===== src/rtl/pll_drp_seq_if.sv =====
// DRP bus between the reconfiguration sequencer and the PLL_ADV primitive.
// DCLK is the sequencer clock and is wired outside this interface.
interface pll_drp_seq_if;
    logic [4:0]  DADDR;
    logic [15:0] DI;
    logic [15:0] DO;
    logic        DEN;
    logic        DWE;
    logic        DRDY;

    modport master (output DADDR, DI, DEN, DWE, input DO, DRDY);
    modport slave  (input DADDR, DI, DEN, DWE, output DO, DRDY);
endinterface


===== src/rtl/pll_drp_seq.sv =====
// PLL_ADV DRP read-modify-write sequencer: holds the PLL in reset, merges NREG
// table entries into the DRP registers, then releases reset and waits for lock.
module pll_drp_seq #(
    parameter int SEL_W   = 4,
    parameter int NREG    = 23,
    parameter int IDX_W   = 5,
    parameter int DRDY_TO = 64,
    parameter int LOCK_TO = 65535
) (
    input  logic                   CLK,
    input  logic                   RSTX,
    input  logic [SEL_W-1:0]       SEL,
    input  logic                   START,
    output logic                   BUSY,
    output logic                   DONE,
    output logic                   ERR,
    output logic [SEL_W+IDX_W-1:0] ROM_ADDR,
    input  logic [36:0]            ROM_DATA,
    pll_drp_seq_if.master          drp,
    output logic                   RST_PLL,
    input  logic                   LOCKED
);
    localparam int TMAX = (DRDY_TO > LOCK_TO) ? DRDY_TO : LOCK_TO;
    localparam int TW   = $clog2(TMAX + 1);

    typedef logic [TW-1:0] tmr_t;
    localparam tmr_t             DRDY_LAST = tmr_t'(DRDY_TO - 1);
    localparam tmr_t             LOCK_LAST = tmr_t'(LOCK_TO - 1);
    localparam logic [IDX_W-1:0] IDX_LAST  = IDX_W'(NREG - 1);

    typedef enum logic [2:0] {
        IDLE, ROMWAIT, RD, RDWAIT, WR, WRWAIT, NEXT, LOCKWAIT
    } state_t;

    state_t            state_q, state_d;
    logic              busy_q, busy_d;
    logic              done_q, done_d;
    logic              err_q, err_d;
    logic              den_q, den_d;
    logic              dwe_q, dwe_d;
    logic              rst_pll_q, rst_pll_d;
    logic [4:0]        daddr_q, daddr_d;
    logic [15:0]       di_q, di_d;
    logic [15:0]       mask_q, mask_d;
    logic [15:0]       data_q, data_d;
    logic [IDX_W-1:0]  idx_q, idx_d;
    logic [SEL_W-1:0]  sel_q, sel_d;
    tmr_t              tmr_q, tmr_d;
    logic              fail;

    always_ff @(posedge CLK or negedge RSTX) begin
        if (!RSTX) begin
            state_q   <= IDLE;
            busy_q    <= 1'b0;
            done_q    <= 1'b0;
            err_q     <= 1'b0;
            den_q     <= 1'b0;
            dwe_q     <= 1'b0;
            rst_pll_q <= 1'b0;
            daddr_q   <= '0;
            di_q      <= '0;
            mask_q    <= '0;
            data_q    <= '0;
            idx_q     <= '0;
            sel_q     <= '0;
            tmr_q     <= '0;
        end else begin
            state_q   <= state_d;
            busy_q    <= busy_d;
            done_q    <= done_d;
            err_q     <= err_d;
            den_q     <= den_d;
            dwe_q     <= dwe_d;
            rst_pll_q <= rst_pll_d;
            daddr_q   <= daddr_d;
            di_q      <= di_d;
            mask_q    <= mask_d;
            data_q    <= data_d;
            idx_q     <= idx_d;
            sel_q     <= sel_d;
            tmr_q     <= tmr_d;
        end
    end

    always_comb begin
        state_d   = state_q;
        busy_d    = busy_q;
        done_d    = 1'b0;
        err_d     = err_q;
        den_d     = 1'b0;
        dwe_d     = 1'b0;
        rst_pll_d = rst_pll_q;
        daddr_d   = daddr_q;
        di_d      = di_q;
        mask_d    = mask_q;
        data_d    = data_q;
        idx_d     = idx_q;
        sel_d     = sel_q;
        fail      = 1'b0;

        case (state_q)
            IDLE: begin
                // The DONE cycle is still IDLE, but a START there is dropped.
                if (START && !done_q) begin
                    state_d   = ROMWAIT;
                    busy_d    = 1'b1;
                    rst_pll_d = 1'b1;
                    err_d     = 1'b0;
                    idx_d     = '0;
                    sel_d     = SEL;
                end
            end
            ROMWAIT: state_d = RD;
            RD: begin
                den_d   = 1'b1;
                daddr_d = ROM_DATA[36:32];
                mask_d  = ROM_DATA[31:16];
                data_d  = ROM_DATA[15:0];
                state_d = RDWAIT;
            end
            RDWAIT: begin
                if (drp.DRDY) begin
                    // Mask bit set keeps the bit the PLL already holds.
                    di_d    = (drp.DO & mask_q) | (data_q & ~mask_q);
                    state_d = WR;
                end else if (tmr_q == DRDY_LAST) begin
                    fail = 1'b1;
                end
            end
            WR: begin
                den_d   = 1'b1;
                dwe_d   = 1'b1;
                state_d = WRWAIT;
            end
            WRWAIT: begin
                if (drp.DRDY)                  state_d = NEXT;
                else if (tmr_q == DRDY_LAST)   fail    = 1'b1;
            end
            NEXT: begin
                if (idx_q == IDX_LAST) begin
                    rst_pll_d = 1'b0;
                    state_d   = LOCKWAIT;
                end else begin
                    idx_d   = idx_q + 1'b1;
                    state_d = ROMWAIT;
                end
            end
            LOCKWAIT: begin
                if (LOCKED) begin
                    done_d  = 1'b1;
                    busy_d  = 1'b0;
                    state_d = IDLE;
                end else if (tmr_q == LOCK_LAST) begin
                    fail = 1'b1;
                end
            end
            default: state_d = IDLE;
        endcase

        if (fail) begin
            err_d     = 1'b1;
            done_d    = 1'b1;
            busy_d    = 1'b0;
            rst_pll_d = 1'b0;
            den_d     = 1'b0;
            dwe_d     = 1'b0;
            state_d   = IDLE;
        end

        // Timer restarts on every state entry and saturates at all-ones.
        if (state_d != state_q)  tmr_d = '0;
        else if (&tmr_q)         tmr_d = tmr_q;
        else                     tmr_d = tmr_q + 1'b1;
    end

    assign BUSY      = busy_q;
    assign DONE      = done_q;
    assign ERR       = err_q;
    assign RST_PLL   = rst_pll_q;
    assign ROM_ADDR  = {sel_q, idx_q};
    assign drp.DADDR = daddr_q;
    assign drp.DI    = di_q;
    assign drp.DEN   = den_q;
    assign drp.DWE   = dwe_q;
endmodule

===== src/flat_wrapper.sv =====
// flat-port wrapper written by rule: the top's interface ports become plain ports
module pll_drp_seq_flat 
#(
    parameter int SEL_W   = 4,
    parameter int NREG    = 23,
    parameter int IDX_W   = 5,
    parameter int DRDY_TO = 64,
    parameter int LOCK_TO = 65535
)
  (CLK, RSTX, SEL, START, BUSY, DONE, ERR, ROM_ADDR, ROM_DATA, RST_PLL, LOCKED, drp_DADDR, drp_DI, drp_DEN, drp_DWE, drp_DO, drp_DRDY);
  pll_drp_seq_if drp_i ();
  input  logic CLK;
  input  logic RSTX;
  input  logic [SEL_W-1:0] SEL;
  input  logic START;
  output logic BUSY;
  output logic DONE;
  output logic ERR;
  output logic [SEL_W+IDX_W-1:0] ROM_ADDR;
  input  logic [36:0] ROM_DATA;
  output logic RST_PLL;
  input  logic LOCKED;
  output wire logic [$bits(drp_i.DADDR)-1:0] drp_DADDR;
  output wire logic [$bits(drp_i.DI)-1:0] drp_DI;
  output wire logic [$bits(drp_i.DEN)-1:0] drp_DEN;
  output wire logic [$bits(drp_i.DWE)-1:0] drp_DWE;
  input wire logic [$bits(drp_i.DO)-1:0] drp_DO;
  input wire logic [$bits(drp_i.DRDY)-1:0] drp_DRDY;
  assign drp_DADDR = drp_i.DADDR;
  assign drp_DI = drp_i.DI;
  assign drp_DEN = drp_i.DEN;
  assign drp_DWE = drp_i.DWE;
  assign drp_i.DO = drp_DO;
  assign drp_i.DRDY = drp_DRDY;
  pll_drp_seq #(.SEL_W(SEL_W), .NREG(NREG), .IDX_W(IDX_W), .DRDY_TO(DRDY_TO), .LOCK_TO(LOCK_TO)) u_core (.CLK(CLK), .RSTX(RSTX), .SEL(SEL), .START(START), .BUSY(BUSY), .DONE(DONE), .ERR(ERR), .ROM_ADDR(ROM_ADDR), .ROM_DATA(ROM_DATA), .drp(drp_i), .RST_PLL(RST_PLL), .LOCKED(LOCKED));
endmodule

===== config.mk =====
export PLATFORM = sky130hd
export DESIGN_NAME = pll_drp_seq_flat
export DESIGN_NICKNAME = d
export VERILOG_FILES = /design/src/rtl/pll_drp_seq_if.sv /design/src/rtl/pll_drp_seq.sv /design/src/flat_wrapper.sv
export SDC_FILE = /design/constraint.sdc
export NUM_CORES = 1
export LEC_CHECK = 0
export BUFFER_PORTS_ARGS = -buffer_cell sky130_fd_sc_hd__buf_2
export CAP_MARGIN = 40
export CELL_PAD_IN_SITES_DETAIL_PLACEMENT = 2
export CELL_PAD_IN_SITES_GLOBAL_PLACEMENT = 2
export CORE_AREA = 8 8 117 119
export DETAILED_ROUTE_END_ITERATION = 10
export DIE_AREA = 0 0 125 127
export PLACE_DENSITY = 0.77
export SKIP_CTS_REPAIR_TIMING = 1
export SLEW_MARGIN = 20
export SYNTH_ARGS = -nofsm -noshare
export SYNTH_HDL_FRONTEND = slang
export SYNTH_SLANG_ARGS = --single-unit

===== constraint.sdc =====
create_clock -name CLK -period 2.8 [get_ports CLK]
set_input_delay 0.28 -clock CLK [delete_from_list [all_inputs] [get_ports CLK]]
set_output_delay 0.28 -clock CLK [all_outputs]
set_load 0.02 [all_outputs]

Word-level counts from Yosys, hierarchy flattened
Index checks and enable logic that the tools add are counted.
Widths: inputs -> output; s select.
- bitwise logic cells: 4
- muxes and demuxes: 34
- reduce and logical (&&, ||, !) cells: 17
- equality and inequality tests: 17
- add/subtract/negate cells: 2
- operator list (operator ; count):
    $and 16x16->16 ; 2
    $mux 16 ; 2
    $pmux 3 s8 ; 1
    $mux 1 ; 19
    $mux 3 ; 6
    $add 16x1->16 const B ; 1
    $eq 16x16->1 const B ; 1
    $eq 16x6->1 const B ; 1
    $not 16->16 ; 1
    $or 16x16->16 ; 1
    $reduce_and 16->1 ; 1
    $eq 3x3->1 const B ; 4
    $mux 5 ; 2
    $pmux 5 s2 ; 1
    $reduce_and 3->1 ; 3
    $eq 3x2->1 const B ; 2
    $ne 3x1->1 const B ; 2
    $pmux 1 s2 ; 3
    $reduce_and 2->1 ; 3
    $reduce_bool 2->1 ; 3
    $reduce_bool 3->1 ; 2
    $add 5x1->5 const B ; 1
    $eq 5x5->1 const B ; 1
    $ne 2x1->1 const B ; 2
    other kinds (8) ; 9
- word-level logic and storage cells: 88
- output and inout bits: 36
- bits of input ports: 62
- register bits: 87

Depth between registers and ports, before layout
Gate-level depths: netlist (run 1).
- depth in word-level cells: 7
- depth in mapped cells: 6
- gate-level depth less buffers: 6

Worst setup path before layout (run 1)
No wires, ideal clock.
- path kind: register to register
- from: reg u_core.tmr_q[1]
- to: reg u_core.tmr_q[1]
- data required time: 2699 ps
- data arrival time: 1933 ps
- clock period less this slack: 2034 ps
- stages on the path, launching flop included: 6
- setup slack: 766 ps
- library setup time: 101 ps
- path buffers: 0
- cell sequence: dfrtp_1 > ha_1 > nand4_1 > nor4_1 > and2b_1 > nor4_1
- word-level cells in the longest chain between the ends: 7
- elaborated cells on any way between the ends: 14
- those cells by class: 1 x add/sub; 4 x eq/ne; 8 x mux; 1 x reduce/logical
- RTL lines (item ; line ; source):
    start: declaration ; pll_drp_seq.sv:48 ; tmr_t tmr_q, tmr_d;
    start signal: assignment ; pll_drp_seq.sv:81 ; tmr_q <= tmr_d;
    $eq 16x16->1 or $eq 16x6->1 (tied branches) ; pll_drp_seq.sv:153, pll_drp_seq.sv:126, pll_drp_seq.sv:137 ;
    $mux 1 (on tied branches) ; pll_drp_seq.sv:153, pll_drp_seq.sv:126, pll_drp_seq.sv:137 ;
    $mux 1 (on tied branches) ; pll_drp_seq.sv:149, pll_drp_seq.sv:136 ;
    $pmux 1 s2 ; pll_drp_seq.sv:101 ; case (state_q)
    $mux 3 ; pll_drp_seq.sv:160 ; if (fail) begin
    $ne 3x3->1 ; pll_drp_seq.sv:171 ; if (state_d != state_q) tmr_d = '0;
    $ne 2x1->1 (no source line) or $mux 16 (tied branches) ; - ;
Several ways; a longest one is shown, not always the timed one. The select of a mux whose other input is x is not followed.
A chain may end at the register's enable or synchronous reset.

Final worst setup path (run 1)
- from: reg u_core.tmr_q[8]
- to: reg u_core.tmr_q[15]
The elaborated chain is that of the path after synthesis.

==> out/results.env, run 1 <==
FIRST_PASS_GRT_WIRE_LENGTH_MM=18.9
SHARE_SEQ_OF_TOTAL_POWER=0.422
SYNTH_FP_NETS=405
SYNTH-EDFF-COUNT=0
DIE_H_UM=127
NET-SWITCHING-POWER_uW=1850
DIEAREA_SQ_UM=15900
GRT_START_MAX_NET_PINS=75
CORE.ROWCOUNT=40
ASYNCSETRESETFLOPFRACSYNTH=1.00
SYNTHTOPCELLSBYCOUNT='87 x sky130_fd_sc_hd__dfrtp_1, 41 x sky130_fd_sc_hd__mux2_2, 30 x sky130_fd_sc_hd__nand2_1'
CLOCK_POWER_SHARE=0.222
SYNTH.YOSYS.SEQ_AREA_SHARE=0.553
SYN-INSTANCE-COUNT=339
NETSWITCHINGFRACTION=0.362
FINAL_ANTENNA_NET_COUNT=0
YOSYS_REGISTER_BITS=87
MAXSLEWVIOLCOUNT=0
LIBRARY_CELL_WITH_THE_HIGHEST_INSTANCE_COUNT_AFTER_SYNTHESIS='sky130_fd_sc_hd__dfrtp_1'
OUTCOME='completed'
DRT_WL_TOTAL_MM=11.4
NUMCTSBUFFERS=9
CTS.REPORTEDPATHS.CLKPINSLEW_PS=70
HPWLAFTERDP_MM=8.28
TIMING.CRITICAL_PATH.REQUIRED_PS=3040
DRIVE_GT1_FRAC=0.387
FINAL.PERIOD_UTILIZATION=0.779
GRT_USAGE=0.148
REPORT.FINAL.SETUP_VIOL=0
SYNTH_AREA_PER_CELL_SQ_UM=11.6
LAYOUT-AREA-OVERHEAD-VS-SYNTH_PCT=24.9
SHARE_COMB_OF_TOTAL_POWER=0.355
CORE_REGION_AREA_SQ_UM=11800
DETAIL_ROUTE.ITER0.VIOLATIONS=146
START_UTIL=0.334
WORST_HOLD_PATH_TYPE='input pin to flop'
HOLD_VIOLATIONS=0
SYNTH.DISTINCT_CELLS=45
CLK_PATH_BUF_DEPTH=2
POST-ROUTE-MIN-PERIOD_PS=2180
FINALCOREUTILIZATION=0.417
CRITICAL_PATH.MAX_FANOUT=7
WORST_PIN_SLEW_PS=683
POWER_REPORT.INTERNAL_TOTAL_uW=3260
END_KIND='flop'
NUMCLOCKSINKS=87
CTS_TREE='done'
SYNTH_TOP_CELLS_BY_AREA='sky130_fd_sc_hd__dfrtp_1 55%, sky130_fd_sc_hd__mux2_2 12%, sky130_fd_sc_hd__mux2i_1 4.6%'
DATA_ARRIVAL_TIME_OF_THE_WORST_PATH_PS=2420
SYNTH_TOP_AREA_FRAC=0.553
PLACE_CONGESTION=0.742
TIMING.CRITICAL_PATH.FROM_TYPE='flop'
DIEWIDTH_UM=125
CLOCK_SKEW_PS=6.38
FIRST_GLOBAL_VIAS=3487
YS_DOMINANT_REG_CELL='sky130_fd_sc_hd__dfrtp_1'
ROUTED_WIRE_LENGTH_PER_INSTANCE_UM=19.2
CLOCK.FMAX_MHz=459
RSZ0062_AT_GRT='false'
DRCVIOLATIONCOUNT=0
DETAILROUTE.VIA_COUNT=3100
WORST-R2R-SETUP-SLACK_PS=620
FIN_TNS_SETUP_PS=0
FLOORPLAN.IO_PINS=98
MAX_CAP_VIOL=0
LEAKAGE_uW=0.00226
GLOBAL_ROUTE_TOTAL_OVERFLOW=0
MAX-VDD-IR-DROP_V=0.000400
YS_WARN_COUNT=0
HTREE_NUM_LEVELS=3
PLACEMENT.SETUP.WORST_SLACK_PS=623
MAX_SLEW_MARGIN=0.532
CRITICALPATHCATEGORY='flop to flop'
NNETSFINAL=506
ANTENNA_FOUND_INITIAL=1
WORST_SLACK_PS=619
FIRSTDRTPASSITERS=4
WORST_SKEW_PAIR.LATE_LATENCY_PS=340
SYNTH.CELL_AREA_SQ_UM=3940
SYNTH_TOP_AREA_CELL='sky130_fd_sc_hd__dfrtp_1'
CLOCK_TREE.ROOT_CELL='sky130_fd_sc_hd__clkbuf_16'
NUMPORTBUFFERS=97
DRT-VIAS-PER-INSTANCE=5.23
POWER_DENSITY_nW_PER_UM2=1040
layout make-up:
type                            instances  area (sq um)
Clock inverter                          5          32.5
Multi-Input combinational cell        229          1670
Antenna cell                            1          2.50
Fill cell                            1269          6890
Inverter                                6          22.5
Sequential cell                        87          2180
Clock buffer                           11           253
Tap cell                              147           184
Timing Repair Buffer                  107           578
layout by cell type, fill, tap and decap left out, types with 3 or more instances in the layout:
master	n
sky130_fd_sc_hd__buf_2	96
sky130_fd_sc_hd__dfrtp_1	87
sky130_fd_sc_hd__mux2_2	41
sky130_fd_sc_hd__nand2_1	30
sky130_fd_sc_hd__o21ai_0	25
sky130_fd_sc_hd__mux2i_1	18
sky130_fd_sc_hd__nor2_1	12
sky130_fd_sc_hd__a211oi_1	11
sky130_fd_sc_hd__nor4_1	9
sky130_fd_sc_hd__clkbuf_16	9
sky130_fd_sc_hd__buf_4	9
sky130_fd_sc_hd__nand3_1	8
sky130_fd_sc_hd__nand4_1	7
sky130_fd_sc_hd__inv_1	6
sky130_fd_sc_hd__nor3_1	6
sky130_fd_sc_hd__or4_1	5
sky130_fd_sc_hd__or3_1	5
sky130_fd_sc_hd__a21oi_1	4
sky130_fd_sc_hd__xor2_1	4
sky130_fd_sc_hd__o31ai_1	4
sky130_fd_sc_hd__ha_1	4
sky130_fd_sc_hd__nor2b_1	3
sky130_fd_sc_hd__a21o_1	3
sky130_fd_sc_hd__clkinv_2	3
registers in the layout (all words and copies together), names as in the netlist, 3 cells and up:
| signal | flops |
|---|---|
| u_core.data_q | 16 |
| u_core.drp.DI | 16 |
| u_core.mask_q | 16 |
| u_core.tmr_q | 16 |
| u_core.drp.DADDR | 5 |
| u_core.idx_q | 5 |
| u_core.sel_q | 4 |
| u_core.state_q | 3 |
per-stage QoR:
step | instance area [sq um] | total power (uW) | hold WS [ps] | instances
floorplan | 3940 | 3350 | -15.6 | 339
global placement | 4620 | 3870 | 144 | 575
detailed placement | 4620 | 4020 | 146 | 575
CTS | 4910 | 5210 | -223 | 591
global route | 4920 | 5450 | 156 | 593
finish | 4920 | 5100 | 167 | 593
metal layers:
metal,up-vias,global-route usage,part of all wire
met3,12,0.0445,0.051
met1,1583,0.182,0.45
met2,75,0.245,0.48
li1,1430,-,-
met4,0,0.0444,0.013
met5,-,0,0
power by group through the flow:
stage          Combinational [uW]  Clock (uW)  Sequential [uW]
2_1_floorplan                1030           0             2320
3_3_place_gp                 1750           0             2130
3_5_place_dp                 1840           0             2180
4_1_cts                      1860        1180             2160
5_1_grt                      2000        1220             2230
6_report                     1810        1130             2160
logic make-up after synthesis:
family | Yosys count | share of synthesized area
AOI/OAI and AO/OA | 53 | 0.0838
xor gates and xnor gates | 5 | 0.0111
buffers and inverters | 23 | 0.0257
muxes | 59 | 0.163
DFF | 87 | 0.553
and+or+nand+nor | 108 | 0.151
adders and majority gates | 4 | 0.0127
path summary, 6_finish.rpt:
kind	endpoint	from	depth (start not counted)
setup / recovery	u_core.tmr_q[15]$_DFFE_PN0P_	u_core.tmr_q[8]$_DFFE_PN0P_	4
hold / removal	u_core.drp.DADDR[4]$_DFFE_PN0P_	ROM_DATA[36]	2
setup reg to reg	u_core.tmr_q[15]$_DFFE_PN0P_	u_core.tmr_q[8]$_DFFE_PN0P_	4
hold reg to reg	u_core.drp.DI[6]$_DFFE_PN0P_	u_core.drp.DI[6]$_DFFE_PN0P_	2
max in group asynchronous	u_core.idx_q[2]$_DFFE_PN0P_	RSTX	3
min in group asynchronous	u_core.mask_q[14]$_DFFE_PN0P_	RSTX	2
worst max-delay path, stage by stage (launching register included):
cell and delay [ps]:
sky130_fd_sc_hd__dfrtp_1 450, sky130_fd_sc_hd__nand4_1 260, sky130_fd_sc_hd__or4_1 580, sky130_fd_sc_hd__or4_1 560, sky130_fd_sc_hd__a211oi_1 240
Power figures use the tool's default switching activity.
==> inputs of run 2 (changes only) <==
--- a/config.mk
+++ b/config.mk
@@ -9,10 +9,10 @@
 export CAP_MARGIN = 40
 export CELL_PAD_IN_SITES_DETAIL_PLACEMENT = 2
 export CELL_PAD_IN_SITES_GLOBAL_PLACEMENT = 2
-export CORE_AREA = 8 8 117 119
+export CORE_AREA = 8 8 122 124
 export DETAILED_ROUTE_END_ITERATION = 10
-export DIE_AREA = 0 0 125 127
-export PLACE_DENSITY = 0.77
+export DIE_AREA = 0 0 130 132
+export PLACE_DENSITY = 0.74
 export SKIP_CTS_REPAIR_TIMING = 1
 export SLEW_MARGIN = 20
 export SYNTH_ARGS = -nofsm -noshare
==> constraint.sdc (replaced) <==
create_clock -name CLK -period 1.8 [get_ports CLK]
set_input_delay 0.18 -clock CLK [delete_from_list [all_inputs] [get_ports CLK]]
set_output_delay 0.18 -clock CLK [all_outputs]
set_load 0.02 [all_outputs]
==> run 2 against run 1 <==
The flow now finishes with violations (setup timing). Sequential share of layout area fell by 3.6 points. Clock power is 52% higher. Critical path depth grew 2. Die area grew 8.1%. Fmax rose by 15%. Count of clock-buffer cells in the layout down 2. Register-to-register slack got worse by 720 ps. Worst setup slack got worse by 720 ps. Clock skew hardly changed. Global-route usage down 1.1 points. Non-clock buffer count increased by 33.
==> out/results.env, run 2 (synthesized netlist as in run 1, its figures left out) <==
OUTCOME='finished with violations'
VIOLATIONS='setup timing'
CLOCK_TREE.ROOT_CELL='sky130_fd_sc_hd__clkbuf_16'
PLACED_CELL_AREA_SQ_UM=4890
WORST_PIN_SLEW_PS=494
P_TOTAL_uW=8120
RSZ0062_AT_GRT='true'
CRITICAL_PATH.MAX_FANOUT=5
DETAILROUTE.VIA_COUNT=3174
MAXSLEWVIOLCOUNT=0
MAX_SLEW_MARGIN=0.668
FINAL_DESIGN_AREA_NO_FILL_SQ_UM=5360
REPORT.FINAL.SETUP_VIOL=5
N_ANTENNA_CELL=0
GRT_START_MAX_NET_PINS=40
MOSTFREQUENTLAYOUTCELL='sky130_fd_sc_hd__buf_2'
GLOBAL_ROUTE_TOTAL_OVERFLOW=0
POST-ROUTE-MIN-PERIOD_PS=1900
GLOBALROUTE.BUSIESTLAYER='met2'
HOLD_PATH_CELLS=2
CTS.REPORTEDPATHS.CLKPINSLEW_PS=60
CORE.ROWCOUNT=42
TIMING.CRITICAL_PATH.REQUIRED_PS=2050
HOLD_VIOLATIONS=0
PLACE_CONGESTION=0.772
START_UTIL=0.304
DIEWIDTH_UM=130
CORE_REGION_AREA_SQ_UM=13000
DIE_H_UM=132
MAX_CAP_VIOL=0
WORST_SLACK_PS=-102
NNETSFINAL=539
NUMPORTBUFFERS=97
ROUTED_WIRE_LENGTH_PER_INSTANCE_UM=18.4
CLOCK_SKEW_PS=6.39
FINAL_ANTENNA_NET_COUNT=0
DRCVIOLATIONCOUNT=0
END_KIND='flop'
DETAIL_ROUTE.ITER0.VIOLATIONS=138
FIRST_PASS_GRT_WIRE_LENGTH_MM=18.6
PLACEMENT.SETUP.WORST_SLACK_PS=-75.3
NUMCLOCKSINKS=87
FIRST_GLOBAL_VIAS=3537
TIMING.CRITICAL_PATH.FROM_TYPE='flop'
DATA_ARRIVAL_TIME_OF_THE_WORST_PATH_PS=2150
MAX-VDD-IR-DROP_V=0.000735
WORST_HOLD_PATH_TYPE='input pin to flop'
LAYOUT-AREA-OVERHEAD-VS-SYNTH_PCT=35.9
GRT_USAGE=0.137
FLOORPLAN.IO_PINS=98
LEAKAGE_uW=0.00244
GLOBAL_ROUTE.USAGE.MET3=0.0352
CLK_PATH_BUF_DEPTH=2
PLACE_INST=631
POWER_DENSITY_nW_PER_UM2=1520
NUMCTSBUFFERS=9
DRIVE_GT1_FRAC=0.475
FINAL.PERIOD_UTILIZATION=1.06
LAYOUT_COMMON_CELLS='96 x sky130_fd_sc_hd__buf_2, 86 x sky130_fd_sc_hd__dfrtp_1, 41 x sky130_fd_sc_hd__mux2_2'
CRITICALPATHCATEGORY='flop to flop'
CLOCK.FMAX_MHz=526
HTREE_NUM_LEVELS=3
DRT_WL_TOTAL_MM=12.0
GLOBAL_ROUTE.USAGE.MET2=0.217
GRT_USE_MET1=0.174
FIRSTDRTPASSITERS=4
RR_WORST_DEPTH=6
WORST_SKEW_PAIR.LATE_LATENCY_PS=340
DIEAREA_SQ_UM=17200
ANTENNA_FOUND_INITIAL=0
DRT-VIAS-PER-INSTANCE=4.85
HPWLAFTERDP_MM=8.60
FILLER_FREE_CELL_COUNT_OF_THE_FINISHED_DESIGN=654
CTS_TREE='done'
-- run 2: cell types whose count changed in the layout (fill, tap and decap cells not counted), moves of 3 or more --
cell	before	now
sky130_fd_sc_hd__a211oi_2	0	7
sky130_fd_sc_hd__buf_4	9	37
sky130_fd_sc_hd__a211oi_1	11	4
sky130_fd_sc_hd__buf_6	0	4
sky130_fd_sc_hd__nor4_1	9	4
sky130_fd_sc_hd__nor4_2	0	3
-- run 2: metal layers --
layer | vias to the layer above | routed length (um)
met5 | - | 0
met4 | 0 | 223
met3 | 14 | 676
met2 | 74 | 5820
met1 | 1591 | 5290
li1 | 1495 | -
-- run 2: metrics by stage --
stage	TNS [ps]	hold WS (ps)	utilization
6_report	-215	68.0	0.413
5_1_grt	-1390	64.3	0.413
4_1_cts	-267	-204	0.398
3_5_place_dp	-120	160	0.377
3_3_place_gp	0	148	0.377
2_1_floorplan	-183	-116	-
-- run 2: cell type report --
class	instances	area, sq um
multi-input cells	229	1810
repair buffers	140	853
clock inverters	7	47.5
fillers	1390	7620
flip-flops and latches	87	2180
clock buffers	9	225
well taps	176	220
inverters	6	22.5
-- run 2: path summary, 6_finish.rpt --
check | from | end | slack, ps
max reg2reg | u_core.tmr_q[1]$_DFFE_PN0P_ | u_core.tmr_q[1]$_DFFE_PN0P_ | -100
max | u_core.tmr_q[1]$_DFFE_PN0P_ | u_core.tmr_q[1]$_DFFE_PN0P_ | -100
max in group asynchronous | RSTX | u_core.state_q[2]$_DFF_PN0_ | 810
min | SEL[1] | u_core.sel_q[1]$_DFFE_PN0P_ | 70
min reg2reg | u_core.drp.DI[12]$_DFFE_PN0P_ | u_core.drp.DI[12]$_DFFE_PN0P_ | 480
min in group asynchronous | RSTX | u_core.data_q[2]$_DFFE_PN0P_ | 350
-- run 2: report_power, final --
part	switching (uW)	internal (uW)
Clock	786	934
Combinational	1680	1470
Sequential	501	2740
-- run 2: worst max-delay path, cell delays in order (launching register included) --
cell	delay, ps
sky130_fd_sc_hd__dfrtp_1	410
sky130_fd_sc_hd__ha_2	220
sky130_fd_sc_hd__nand4_1	170
sky130_fd_sc_hd__nor4_2	400
sky130_fd_sc_hd__buf_4	210
sky130_fd_sc_hd__and2b_1	200
sky130_fd_sc_hd__nor4_2	200
==> inputs of run 3 (changes only) <==
--- a/config.mk
+++ b/config.mk
@@ -13,8 +13,10 @@
 export DETAILED_ROUTE_END_ITERATION = 10
 export DIE_AREA = 0 0 130 132
 export PLACE_DENSITY = 0.74
+export SETUP_SLACK_MARGIN = 0.02
 export SKIP_CTS_REPAIR_TIMING = 1
 export SLEW_MARGIN = 20
 export SYNTH_ARGS = -nofsm -noshare
 export SYNTH_HDL_FRONTEND = slang
 export SYNTH_SLANG_ARGS = --single-unit
+export TNS_END_PERCENT = 5
==> constraint.sdc (replaced) <==
create_clock -name CLK -period 1.8 [get_ports CLK]
set_input_delay 0.18 -clock CLK [delete_from_list [all_inputs] [get_ports CLK]]
set_output_delay 0.18 -clock CLK [all_outputs]
set_load 0.05 [all_outputs]
==> run 3 against run 2 <==
The run still ends with setup timing left. Largest power group is now combinational cells. Cell count shrank 1.4%. Largest cell class unchanged. Sequential share of layout area grew 0.94 points. Critical path type unchanged. Critical endpoint unchanged. Core utilization shrank 0.95 points.
==> out/results.env, run 3 (synthesized netlist as in run 1, its figures left out) <==
OUTCOME='finished with violations'
VIOLATIONS='setup timing'
LEAKAGE_uW=0.00242
HOLD_VIOLATIONS=0
REPORT.FINAL.SETUP_VIOL=1
CLOCK.FMAX_MHz=554
DATA_ARRIVAL_TIME_OF_THE_WORST_PATH_PS=2040
START_UTIL=0.304
NUMPORTBUFFERS=97
CRITICAL_PATH.MAX_FANOUT=5
MAX_CAP_VIOL=0
DRIVE_GT1_FRAC=0.441
CLOCK_SKEW_PS=12.0
TIMING.CRITICAL_PATH.REQUIRED_PS=2040
PLACE_CONGESTION=0.794
SHARE_SEQ_OF_TOTAL_POWER=0.371
WORST_PIN_SLEW_PS=448
NETSWITCHINGFRACTION=0.418
POWER_REPORT.INTERNAL_TOTAL_uW=5130
DIEWIDTH_UM=130
FINAL_ANTENNA_NET_COUNT=0
DRT_WL_TOTAL_MM=11.5
CTS_TREE='done'
LAYOUT_COMMON_CELLS='96 x sky130_fd_sc_hd__buf_2, 87 x sky130_fd_sc_hd__dfrtp_1, 41 x sky130_fd_sc_hd__mux2_2'
FIRST_GLOBAL_VIAS=3627
P_TOTAL_uW=8820
WHS_PS=71.1
MAX-VDD-IR-DROP_V=0.000623
SHARE_COMB_OF_TOTAL_POWER=0.436
MAX_SLEW_MARGIN=0.699
FLOORPLAN.IO_PINS=98
FIRSTDRTPASSITERS=4
HTREE_NUM_LEVELS=3
CTS.REPORTEDPATHS.CLKPINSLEW_PS=60
NUMCTSBUFFERS=9
CLOCK_TREE.ROOT_CELL='sky130_fd_sc_hd__clkbuf_16'
DETAILROUTE.VIA_COUNT=3167
END_KIND='flop'
CLOCK_POWER_SHARE=0.193
POST-ROUTE-MIN-PERIOD_PS=1800
NUMCLOCKSINKS=87
TIMING.CRITICAL_PATH.FROM_TYPE='flop'
GLOBAL_ROUTE_TOTAL_OVERFLOW=0
RSZ0062_AT_GRT='true'
CRITICALPATHCATEGORY='flop to flop'
WORST_SLACK_PS=-4.18
MAXSLEWVIOLCOUNT=0
DIEAREA_SQ_UM=17200
GRT_START_MAX_NET_PINS=49
CORE_REGION_AREA_SQ_UM=13000
POWER_DENSITY_nW_PER_UM2=1690
CORE.ROWCOUNT=42
FINALCOREUTILIZATION=0.403
HPWLAFTERDP_MM=8.77
FINAL.PERIOD_UTILIZATION=1.00
WORST_HOLD_PATH_TYPE='input pin to flop'
DRT-VIAS-PER-INSTANCE=4.91
NNETSFINAL=532
MOSTFREQUENTLAYOUTCELL='sky130_fd_sc_hd__buf_2'
NET-SWITCHING-POWER_uW=3690
WORST_SKEW_PAIR.LATE_LATENCY_PS=340
GRT_USAGE=0.141
CLK_PATH_BUF_DEPTH=2
ANTENNA_FOUND_INITIAL=1
ROUTED_WIRE_LENGTH_PER_INSTANCE_UM=17.8
DIE_H_UM=132
DETAIL_ROUTE.ITER0.VIOLATIONS=185
FIN_TNS_SETUP_PS=-4.18
LAYOUT-AREA-OVERHEAD-VS-SYNTH_PCT=32.8
WORST-R2R-SETUP-SLACK_PS=-4
DRCVIOLATIONCOUNT=0
N_ANTENNA_CELL=0
FIRST_PASS_GRT_WIRE_LENGTH_MM=19.1
[run 3: final timing paths]
path,start,to,depth (start not counted)
worst min-delay path,ROM_DATA[8],u_core.data_q[8]$_DFFE_PN0P_,2
worst min register to register,u_core.drp.DI[8]$_DFFE_PN0P_,u_core.drp.DI[8]$_DFFE_PN0P_,2
min in group asynchronous,RSTX,u_core.mask_q[0]$_DFFE_PN0P_,2
worst max register to register,u_core.tmr_q[11]$_DFFE_PN0P_,u_core.tmr_q[1]$_DFFE_PN0P_,6
max in group asynchronous,RSTX,u_core.tmr_q[3]$_DFFE_PN0P_,3
worst max-delay path,u_core.tmr_q[11]$_DFFE_PN0P_,u_core.tmr_q[1]$_DFFE_PN0P_,6
[run 3: cell type report]
| type | instances | area (sq um) |
|---|---|---|
| clock buffer | 11 | 243 |
| clock inverter | 3 | 21.3 |
| fill | 1383 | 7750 |
| inverter | 6 | 22.5 |
| multi-input combinational | 229 | 1760 |
| sequential | 87 | 2180 |
| tap | 176 | 220 |
| timing repair buffer | 133 | 786 |
[run 3: per-stage QoR]
stage | cell area, sq um | setup slack (ps) | instances
after detailed placement | 4880 | -38.8 | 629
final | 5230 | -4.18 | 645
after global placement | 4880 | 5.47 | 629
after global routing | 5230 | -128 | 645
after floorplan | 3960 | -74.0 | 339
after CTS | 5140 | -59.8 | 643
[run 3: critical path: stages, from the launching register on]
cell	delay (ps)
sky130_fd_sc_hd__dfrtp_1	400
sky130_fd_sc_hd__nand4_1	200
sky130_fd_sc_hd__buf_4	230
sky130_fd_sc_hd__nor4_4	290
sky130_fd_sc_hd__buf_4	190
sky130_fd_sc_hd__and2b_1	170
sky130_fd_sc_hd__nor4_1	220
[run 3: power groups by stage]
stage | clock, uW | combinational [uW] | sequential (uW)
floorplan | 0 | 1600 | 4410
global placement | 0 | 3740 | 3250
detailed placement | 0 | 3880 | 3330
CTS | 1780 | 3890 | 3290
global route | 1840 | 4140 | 3400
finish | 1700 | 3840 | 3270
[run 3: metal layers]
metal | track usage | up-vias | part of all wire
met4 | 0.0426 | 2 | 0.011
met3 | 0.0417 | 12 | 0.061
li1 | - | 1483 | -
met1 | 0.170 | 1606 | 0.43
met5 | 0 | - | 0.0011
met2 | 0.236 | 64 | 0.50
